--- src/rtl/mips_lsu_pkg.sv ---
// Shared LSU types and lane-steering helpers.
// Optional feature macro: MIPS_LSU_ALIGN_CHK_EN (adds StErr and the misalignment check).
package mips_lsu_pkg;

    typedef logic [31:0] word_t;

    typedef enum logic [1:0] {
        MEM_NONE = 2'd0,
        MEM_LD   = 2'd1,
        MEM_ST   = 2'd2
    } mem_op_e;

    typedef enum logic [1:0] {
        SZ_B = 2'd0,
        SZ_H = 2'd1,
        SZ_W = 2'd2
    } mem_sz_e;

    typedef enum logic [2:0] {
        StIdle = 3'd0,
        StReq  = 3'd1,
        StRsp  = 3'd2,
`ifdef MIPS_LSU_ALIGN_CHK_EN
        StWb   = 3'd3,
        StErr  = 3'd4
`else
        StWb   = 3'd3
`endif
    } lsu_state_e;

    function automatic logic [3:0] get_mem_be(mem_sz_e sz, logic [1:0] a);
        case (sz)
            SZ_B:    return 4'b0001 << a;
            SZ_H:    return 4'b0011 << {a[1], 1'b0};
            default: return 4'b1111;
        endcase
    endfunction

    function automatic word_t get_st_data(mem_sz_e sz, word_t w);
        case (sz)
            SZ_B:    return {4{w[7:0]}};
            SZ_H:    return {2{w[15:0]}};
            default: return w;
        endcase
    endfunction

    // Low address bits a misaligned access would use are ignored, matching the byte enables.
    function automatic word_t get_ld_data(mem_sz_e sz, logic sgnd, logic [1:0] a, word_t d);
        logic [7:0]  b;
        logic [15:0] h;
        b = 8'(d >> {a, 3'b000});
        h = 16'(d >> {a[1], 4'b0000});
        case (sz)
            SZ_B:    return {{24{sgnd & b[7]}}, b};
            SZ_H:    return {{16{sgnd & h[15]}}, h};
            default: return d;
        endcase
    endfunction

    function automatic logic is_misaligned(mem_sz_e sz, logic [1:0] a);
        return ((sz == SZ_H) && a[0]) || ((sz == SZ_W) && (a != 2'b00));
    endfunction

endpackage

--- src/rtl/mips_lsu_if.sv ---
// Word-wide single-outstanding data-memory port between the LSU (master) and memory (slave).
interface mips_lsu_if
    import mips_lsu_pkg::*;
#(
    parameter int unsigned ADDR_W = 32
);
    logic              mem_req_vld;
    logic              mem_req_rdy;
    logic              mem_we;
    logic [3:0]        mem_be;
    logic [ADDR_W-1:0] mem_addr;
    word_t             mem_wdata;
    logic              mem_rsp_vld;
    word_t             mem_rsp_data;

    modport master (
        output mem_req_vld, mem_we, mem_be, mem_addr, mem_wdata,
        input  mem_req_rdy, mem_rsp_vld, mem_rsp_data
    );

    modport slave (
        input  mem_req_vld, mem_we, mem_be, mem_addr, mem_wdata,
        output mem_req_rdy, mem_rsp_vld, mem_rsp_data
    );
endinterface

--- src/rtl/mips_lsu_align.sv ---
// Combinational byte-lane steering for stores and extract/extend for loads.
module mips_lsu_align
    import mips_lsu_pkg::*;
(
    input  mem_sz_e    sz_i,
    input  logic       sgnd_i,
    input  logic [1:0] off_i,
    input  word_t      wdata_i,
    input  word_t      rdata_i,
    output logic [3:0] be_o,
    output word_t      st_data_o,
    output word_t      ld_data_o
);
    always_comb begin
        be_o      = get_mem_be(sz_i, off_i);
        st_data_o = get_st_data(sz_i, wdata_i);
        ld_data_o = get_ld_data(sz_i, sgnd_i, off_i, rdata_i);
    end
endmodule

--- src/rtl/mips_lsu.sv ---
// MIPS load/store unit: one op at a time from execute, word-wide memory port, load writeback pulse.
// Optional feature macro: MIPS_LSU_ALIGN_CHK_EN (misaligned H/W ops raise addr_err, no request).
module mips_lsu
    import mips_lsu_pkg::*;
#(
    parameter int unsigned ADDR_W = 32,
    parameter int unsigned DST_W  = 5
) (
    input  logic              clk,
    input  logic              rst,
    input  logic              ex_vld,
    output logic              ex_rdy,
    input  mem_op_e           ex_mem_op,
    input  mem_sz_e           ex_mem_sz,
    input  logic              ex_sgnd,
    input  logic [ADDR_W-1:0] ex_addr,
    input  word_t             ex_wdata,
    input  logic [DST_W-1:0]  ex_dst,
    mips_lsu_if.master        mem_bus,
    output logic              wb_vld,
    output logic [DST_W-1:0]  wb_dst,
    output word_t             wb_data,
    output logic              addr_err,
    output logic              busy
);
    lsu_state_e        state_q, state_d;
    logic              we_q, we_d;
    mem_sz_e           sz_q, sz_d;
    logic              sgnd_q, sgnd_d;
    logic [ADDR_W-1:0] addr_q, addr_d;
    word_t             wdata_q, wdata_d;
    logic [DST_W-1:0]  dst_q, dst_d;
    logic [DST_W-1:0]  wb_dst_q, wb_dst_d;
    word_t             wb_data_q, wb_data_d;

    logic [3:0] lane_be;
    word_t      lane_st_data;
    word_t      lane_ld_data;

    // Request and response paths share the latched size/offset, so one steer serves both.
    mips_lsu_align u_align (
        .sz_i      (sz_q),
        .sgnd_i    (sgnd_q),
        .off_i     (addr_q[1:0]),
        .wdata_i   (wdata_q),
        .rdata_i   (mem_bus.mem_rsp_data),
        .be_o      (lane_be),
        .st_data_o (lane_st_data),
        .ld_data_o (lane_ld_data)
    );

    always_comb begin
        state_d   = state_q;
        we_d      = we_q;
        sz_d      = sz_q;
        sgnd_d    = sgnd_q;
        addr_d    = addr_q;
        wdata_d   = wdata_q;
        dst_d     = dst_q;
        wb_dst_d  = wb_dst_q;
        wb_data_d = wb_data_q;
        case (state_q)
            StIdle: begin
                if (ex_vld && (ex_mem_op != MEM_NONE)) begin
                    we_d    = (ex_mem_op == MEM_ST);
                    sz_d    = ex_mem_sz;
                    sgnd_d  = ex_sgnd;
                    addr_d  = ex_addr;
                    wdata_d = ex_wdata;
                    dst_d   = ex_dst;
`ifdef MIPS_LSU_ALIGN_CHK_EN
                    state_d = is_misaligned(ex_mem_sz, ex_addr[1:0]) ? StErr : StReq;
`else
                    state_d = StReq;
`endif
                end
            end
            StReq: begin
                if (mem_bus.mem_req_rdy) begin
                    state_d = we_q ? StIdle : StRsp;
                end
            end
            StRsp: begin
                if (mem_bus.mem_rsp_vld) begin
                    wb_data_d = lane_ld_data;
                    wb_dst_d  = dst_q;
                    state_d   = StWb;
                end
            end
            default: state_d = StIdle;
        endcase
    end

    always_ff @(posedge clk) begin
        if (rst) begin
            state_q   <= StIdle;
            we_q      <= 1'b0;
            sz_q      <= SZ_B;
            sgnd_q    <= 1'b0;
            addr_q    <= '0;
            wdata_q   <= '0;
            dst_q     <= '0;
            wb_dst_q  <= '0;
            wb_data_q <= '0;
        end else begin
            state_q   <= state_d;
            we_q      <= we_d;
            sz_q      <= sz_d;
            sgnd_q    <= sgnd_d;
            addr_q    <= addr_d;
            wdata_q   <= wdata_d;
            dst_q     <= dst_d;
            wb_dst_q  <= wb_dst_d;
            wb_data_q <= wb_data_d;
        end
    end

    // Request fields are gated to zero outside StReq so idle/reset outputs read as 0.
    always_comb begin
        mem_bus.mem_req_vld = (state_q == StReq);
        mem_bus.mem_we      = (state_q == StReq) && we_q;
        mem_bus.mem_be      = (state_q == StReq) ? lane_be : 4'b0000;
        mem_bus.mem_addr    = (state_q == StReq) ? {addr_q[ADDR_W-1:2], 2'b00} : '0;
        mem_bus.mem_wdata   = (state_q == StReq) ? lane_st_data : '0;
        ex_rdy              = (state_q == StIdle);
        busy                = (state_q != StIdle);
        wb_vld              = (state_q == StWb);
        wb_dst              = wb_dst_q;
        wb_data             = wb_data_q;
`ifdef MIPS_LSU_ALIGN_CHK_EN
        addr_err            = (state_q == StErr);
`else
        addr_err            = 1'b0;
`endif
    end
endmodule

--- src/flat_wrapper.sv ---
// flat-port wrapper written by rule: the top's interface ports become plain ports
module mips_lsu_flat import mips_lsu_pkg::*;
#(
    parameter int unsigned ADDR_W = 32,
    parameter int unsigned DST_W  = 5
)
  (clk, rst, ex_vld, ex_rdy, ex_mem_op, ex_mem_sz, ex_sgnd, ex_addr, ex_wdata, ex_dst, wb_vld, wb_dst, wb_data, addr_err, busy, mem_bus_mem_req_vld, mem_bus_mem_we, mem_bus_mem_be, mem_bus_mem_addr, mem_bus_mem_wdata, mem_bus_mem_req_rdy, mem_bus_mem_rsp_vld, mem_bus_mem_rsp_data);
  mips_lsu_if #(.ADDR_W(ADDR_W)) mem_bus_i ();
  input  logic clk;
  input  logic rst;
  input  logic ex_vld;
  output logic ex_rdy;
  input  mem_op_e ex_mem_op;
  input  mem_sz_e ex_mem_sz;
  input  logic ex_sgnd;
  input  logic [ADDR_W-1:0] ex_addr;
  input  word_t ex_wdata;
  input  logic [DST_W-1:0] ex_dst;
  output logic wb_vld;
  output logic [DST_W-1:0] wb_dst;
  output word_t wb_data;
  output logic addr_err;
  output logic busy;
  output wire logic [$bits(mem_bus_i.mem_req_vld)-1:0] mem_bus_mem_req_vld;
  output wire logic [$bits(mem_bus_i.mem_we)-1:0] mem_bus_mem_we;
  output wire logic [$bits(mem_bus_i.mem_be)-1:0] mem_bus_mem_be;
  output wire logic [$bits(mem_bus_i.mem_addr)-1:0] mem_bus_mem_addr;
  output wire logic [$bits(mem_bus_i.mem_wdata)-1:0] mem_bus_mem_wdata;
  input wire logic [$bits(mem_bus_i.mem_req_rdy)-1:0] mem_bus_mem_req_rdy;
  input wire logic [$bits(mem_bus_i.mem_rsp_vld)-1:0] mem_bus_mem_rsp_vld;
  input wire logic [$bits(mem_bus_i.mem_rsp_data)-1:0] mem_bus_mem_rsp_data;
  assign mem_bus_mem_req_vld = mem_bus_i.mem_req_vld;
  assign mem_bus_mem_we = mem_bus_i.mem_we;
  assign mem_bus_mem_be = mem_bus_i.mem_be;
  assign mem_bus_mem_addr = mem_bus_i.mem_addr;
  assign mem_bus_mem_wdata = mem_bus_i.mem_wdata;
  assign mem_bus_i.mem_req_rdy = mem_bus_mem_req_rdy;
  assign mem_bus_i.mem_rsp_vld = mem_bus_mem_rsp_vld;
  assign mem_bus_i.mem_rsp_data = mem_bus_mem_rsp_data;
  mips_lsu #(.ADDR_W(ADDR_W), .DST_W(DST_W)) u_core (.clk(clk), .rst(rst), .ex_vld(ex_vld), .ex_rdy(ex_rdy), .ex_mem_op(ex_mem_op), .ex_mem_sz(ex_mem_sz), .ex_sgnd(ex_sgnd), .ex_addr(ex_addr), .ex_wdata(ex_wdata), .ex_dst(ex_dst), .mem_bus(mem_bus_i), .wb_vld(wb_vld), .wb_dst(wb_dst), .wb_data(wb_data), .addr_err(addr_err), .busy(busy));
endmodule
--- config.mk ---
export PLATFORM = sky130hd
export DESIGN_NAME = mips_lsu_flat
export DESIGN_NICKNAME = d
export VERILOG_FILES = /design/src/rtl/mips_lsu_pkg.sv /design/src/rtl/mips_lsu_if.sv /design/src/rtl/mips_lsu_align.sv /design/src/rtl/mips_lsu.sv /design/src/flat_wrapper.sv
export SDC_FILE = /design/constraint.sdc
export NUM_CORES = 1
export LEC_CHECK = 0
export ABC_AREA = 1
export BUFFER_PORTS_ARGS = -buffer_cell sky130_fd_sc_hd__buf_2
export CAP_MARGIN = 10
export CORE_ASPECT_RATIO = 1.75
export CORE_MARGIN = 2
export CORE_UTILIZATION = 53
export CTS_CLUSTER_DIAMETER = 50
export DETAILED_ROUTE_END_ITERATION = 8
export GPL_ROUTABILITY_DRIVEN = 0
export PLACE_DENSITY = 0.86
export SYNTH_ARGS = -nofsm -noshare
export SYNTH_HDL_FRONTEND = slang
export SYNTH_HIERARCHICAL = 1
export SYNTH_SLANG_ARGS = --single-unit
--- constraint.sdc ---
create_clock -name clk -period 2 [get_ports clk]
set_clock_uncertainty 0.05 [all_clocks]
set_input_delay 0.3 -clock clk [delete_from_list [all_inputs] [get_ports clk]]
set_output_delay 0.3 -clock clk [all_outputs]
set_load 0.005 [all_outputs]
==> metrics.md <==
| Metric | Value |
|---|---|
| Outcome | `completed` |
| DRC errors left | `0` |
| Largest driver fanout on the critical path | `29` |
| Antenna violation net count after detailed routing | `0` |
| Max-slew violations | `0` |
| Average via count per standard cell | `5.02` |
| Total negative slack | `0 ns` |
| Max capacitance violation total | `0` |
| Worst setup SP type | `flop` |
| Number of fill cells in the layout | `983` |
| Starting density of the core | `53.7%` |
| Number of global-route vias before repair | `5,271` |
| Pin count of the biggest net entering global routing | `around 110` |
| Gate Count Post-Synth | `862` |
| Ys async rst share | `0%` |
| CP endpoint kind | `primary output` |
| Cell area after layout | `~7100 um^2` |
| Clk network pwr share | `between 20 and 25%` |
| Number of top-level pins | `roughly 220` |
| Number of sinks handled by clock tree synthesis | `between 100 and 150` |
| Clock network latency to the later pin of the worst-skew pair | `0.34 ns` |
| Clock transition time at the flip-flop clock pins of the worst setup and hold paths | `0.08 ns` |
| Final hold violation count | `0` |
| Number of buffers inserted during clock tree synthesis | `9` |
| Flop and latch count out of synthesis | `about 110` |
| Die boundary width | `between 80 and 90 um` |
| Area after detailed placement | `about 6700 um^2` |
| Sum of overflow across all layers after global routing | `0` |
| DP Wirelength | `approximately 11,000 um` |
| Height of the die | `141 um` |
| Worst hold path type | `in -> reg` |
| Gr usage total | `26.0%` |
| Static power due to leakage | `3.51 nW` |
| Leading cell types by total area after synthesis | `sky130_fd_sc_hd__dfxtp_1 39%, sky130_fd_sc_hd__inv_1 11%, sky130_fd_sc_hd__nand2_1 10%` |
| Sequential power share | `between 30% and 40%` |
| Setup repair after global routing missed its margin | `no` |
| Top cell type's share of synthesized area | `39.5%` |
| Syn Area/Cell | `between 6 and 7 um^2` |
| Buffers from clock root to sink, at most | `2` |
| Synth-to-Final Area Change | `24.1%` |
| Setup-violating endpoint count in the final report | `0` |
| TritonCTS clock tree | `built` |
| Class of the most critical setup path | `reg -> out` |
| CTS H-tree lvls | `3` |
| Std-Cell Core Area | `10,600 um^2` |
| Global-route wire length before repair | `23,700 um` |
| Die Outline Area | `~12,000 um^2` |
| Master cell of the clock root buffer | `sky130_fd_sc_hd__clkbuf_16` |
| Sequential area share after synthesis | `39.5%` |
| Critical path data required time | `1.65 ns` |
| Crit path arrival time | `1.56 ns` |
| Ratio of final minimum period to clock period | `95.5%` |
| Time the worst path needs with I/O delays and setup | `roughly 1.9 ns` |
| Layout cells sized above 1 | `about a quarter` |
| Netlist Area Pre-Place | `between 5000 and 6000 um^2` |
| Input/output buffers | `218` |
| Internal Pwr Total | `4.82 mW` |
| WL per Instance | `13.2 um` |
| Post-layout utilization of the core | `between 60% and 70%` |
| Highest clock rate | `0.524 GHz` |
| Number of enable-type register cells in the synthesized netlist | `0` |
| Antenna violations before repair | `2` |
| Via total after detailed routing | `5,946` |
| Total Routed Length | `15,600 um` |
| Cell accounting for the most synthesized area | `sky130_fd_sc_hd__dfxtp_1` |
| Total number of yosys warnings | `6` |
| First DRT Iteration DRCs | `between 300 and 400` |
| Row Count | `50` |
| Synth Flop Type | `sky130_fd_sc_hd__dfxtp_1` |
| Peak supply drop | `0.777 mV` |
| Cell area power density | `roughly 1100 nW/um^2` |
| Number of buffers added to fix hold violations after cts | `0` |
| Net switching power of the design | `3.10 mW` |
| Number of distinct library cells after synthesis | `24` |
| Comb pwr share | `38.7%` |
| Switching part of the total | `39.1%` |
| Number of nets in the finished design | `1,159` |
| Detailed-router iteration count before antenna repair | `7` |
-- cells in the final DEF (no fill, tap or decap), drive strengths merged --
master / n
nand3: 55
dfxtp: 112
o21ai: 115
clkinv: 4
nand2: 156
o211ai: 1
clkbuf: 9
diode: 1
buf: 238
clkinvlp: 1
conb: 3
a21oi: 112
inv: 169
nor2: 77
nand3b: 1
-- repair_timing --
item	4_1_cts	5_1_grt
pin swaps	0	2
gates resized for setup	5	8
endpoints found under the setup margin	36	16
hold endpoints to repair	0	0
buffers inserted	0	5
gates cloned	0	2
-- critical path, cell delays in order, from the launching register on --
cell and delay [ns]:
sky130_fd_sc_hd__dfxtp_4 0.39, sky130_fd_sc_hd__inv_2 0.07, sky130_fd_sc_hd__nor2_4 0.16, sky130_fd_sc_hd__clkinv_4 0.10, sky130_fd_sc_hd__buf_12 0.17, sky130_fd_sc_hd__nor2_1 0.16, sky130_fd_sc_hd__buf_2 0.14
-- through the flow --
step / cells / setup WS (ns) / power (mW) / hold slack [ns]
final: 1184 / 0.0909 / 7.92 / 0.177
after global routing: 1184 / 0.00938 / 8.49 / 0.179
after CTS: 1176 / 0.0106 / 7.84 / 0.175
after detailed placement: 1160 / 0.269 / 6.06 / 0.382
after global placement: 1160 / 0.266 / 5.99 / 0.378
after floorplan: 864 / 0.454 / 5.18 / 0.370
-- final timing paths --
path	endpoint	startpoint	slack, ns	cells past startpoint
worst max register to register	u_core/wb_data[28]	u_core/addr_q[0]	0.25	9
worst min register to register	u_core/wb_data[4]	u_core/wb_data[4]	0.39	2
worst min-delay path	u_core/addr_q[11]	ex_addr[11]	0.18	3
worst max-delay path	mem_bus_mem_wdata[12]	u_core/state_q[0]	0.09	6
-- cells in the mapped netlist (3+ instances only) --
cell and n:
sky130_fd_sc_hd__inv_1 160, sky130_fd_sc_hd__nand2_1 154, sky130_fd_sc_hd__a21oi_1 112, sky130_fd_sc_hd__dfxtp_1 112, sky130_fd_sc_hd__o21ai_0 111, sky130_fd_sc_hd__nor2_1 72, sky130_fd_sc_hd__nand3_1 52, sky130_fd_sc_hd__clkbuf_1 24
sky130_fd_sc_hd__buf_4 18, sky130_fd_sc_hd__buf_6 15, sky130_fd_sc_hd__buf_2 9, sky130_fd_sc_hd__inv_2 5, sky130_fd_sc_hd__nor2_2 3, sky130_fd_sc_hd__o21ai_1 3
-- per-layer routing --
layer	global-route usage [%]	share of wire, %	vias to the layer above
met1	29.2	37	2616
met2	45.0	51	255
met4	13.1	4.7	0
met3	5.19	7.0	48
li1	-	-	3027
met5	0	0	-
-- flip-flops by register name (all words and copies together) (netlist names), 2 cells and up --
register	count
u_core/addr_q	32
u_core/wdata_q	32
u_core/wb_data	32
u_core/wb_dst	5
u_core/sz_q	2
u_core/dst_q	5
u_core/state_q	2
-- cell families (layout without fill, tap and decap cells) --
kind of cell	count (synthesis)	in the layout	synth area share [%]
flip-flops	112	112	39.5
other	1	4	0.0660
AND/OR/NAND/NOR	289	289	21.3
buffers and inverters	232	421	18.8
AO/OA/AOI/OAI	228	228	20.3
-- power groups by stage --
stage / Sequential [mW] / Clock (mW) / Combinational [mW]
floorplan: 3.05 / 0 / 2.13
global placement: 3.09 / 0 / 2.89
detailed placement: 3.11 / 0 / 2.94
CTS: 3.07 / 1.80 / 2.98
global route: 3.14 / 1.90 / 3.44
finish: 3.08 / 1.77 / 3.07
-- cell type report --
cell class | count | area [um^2] | share of cell area, %
Clock inverter | 7 | 70.1 | 0.994
Clock buffer | 9 | 225 | 3.19
Sequential cell | 112 | 2250 | 31.9
Multi-Input combinational cell | 520 | 2400 | 34.0
Antenna cell | 1 | 2.50 | 0.0355
Inverter | 166 | 633 | 8.98
Tap cell | 130 | 163 | 2.31
Timing Repair inverter | 1 | 5.00 | 0.0710
Timing Repair Buffer | 238 | 1310 | 18.5
Power figures use the tool's default switching activity.
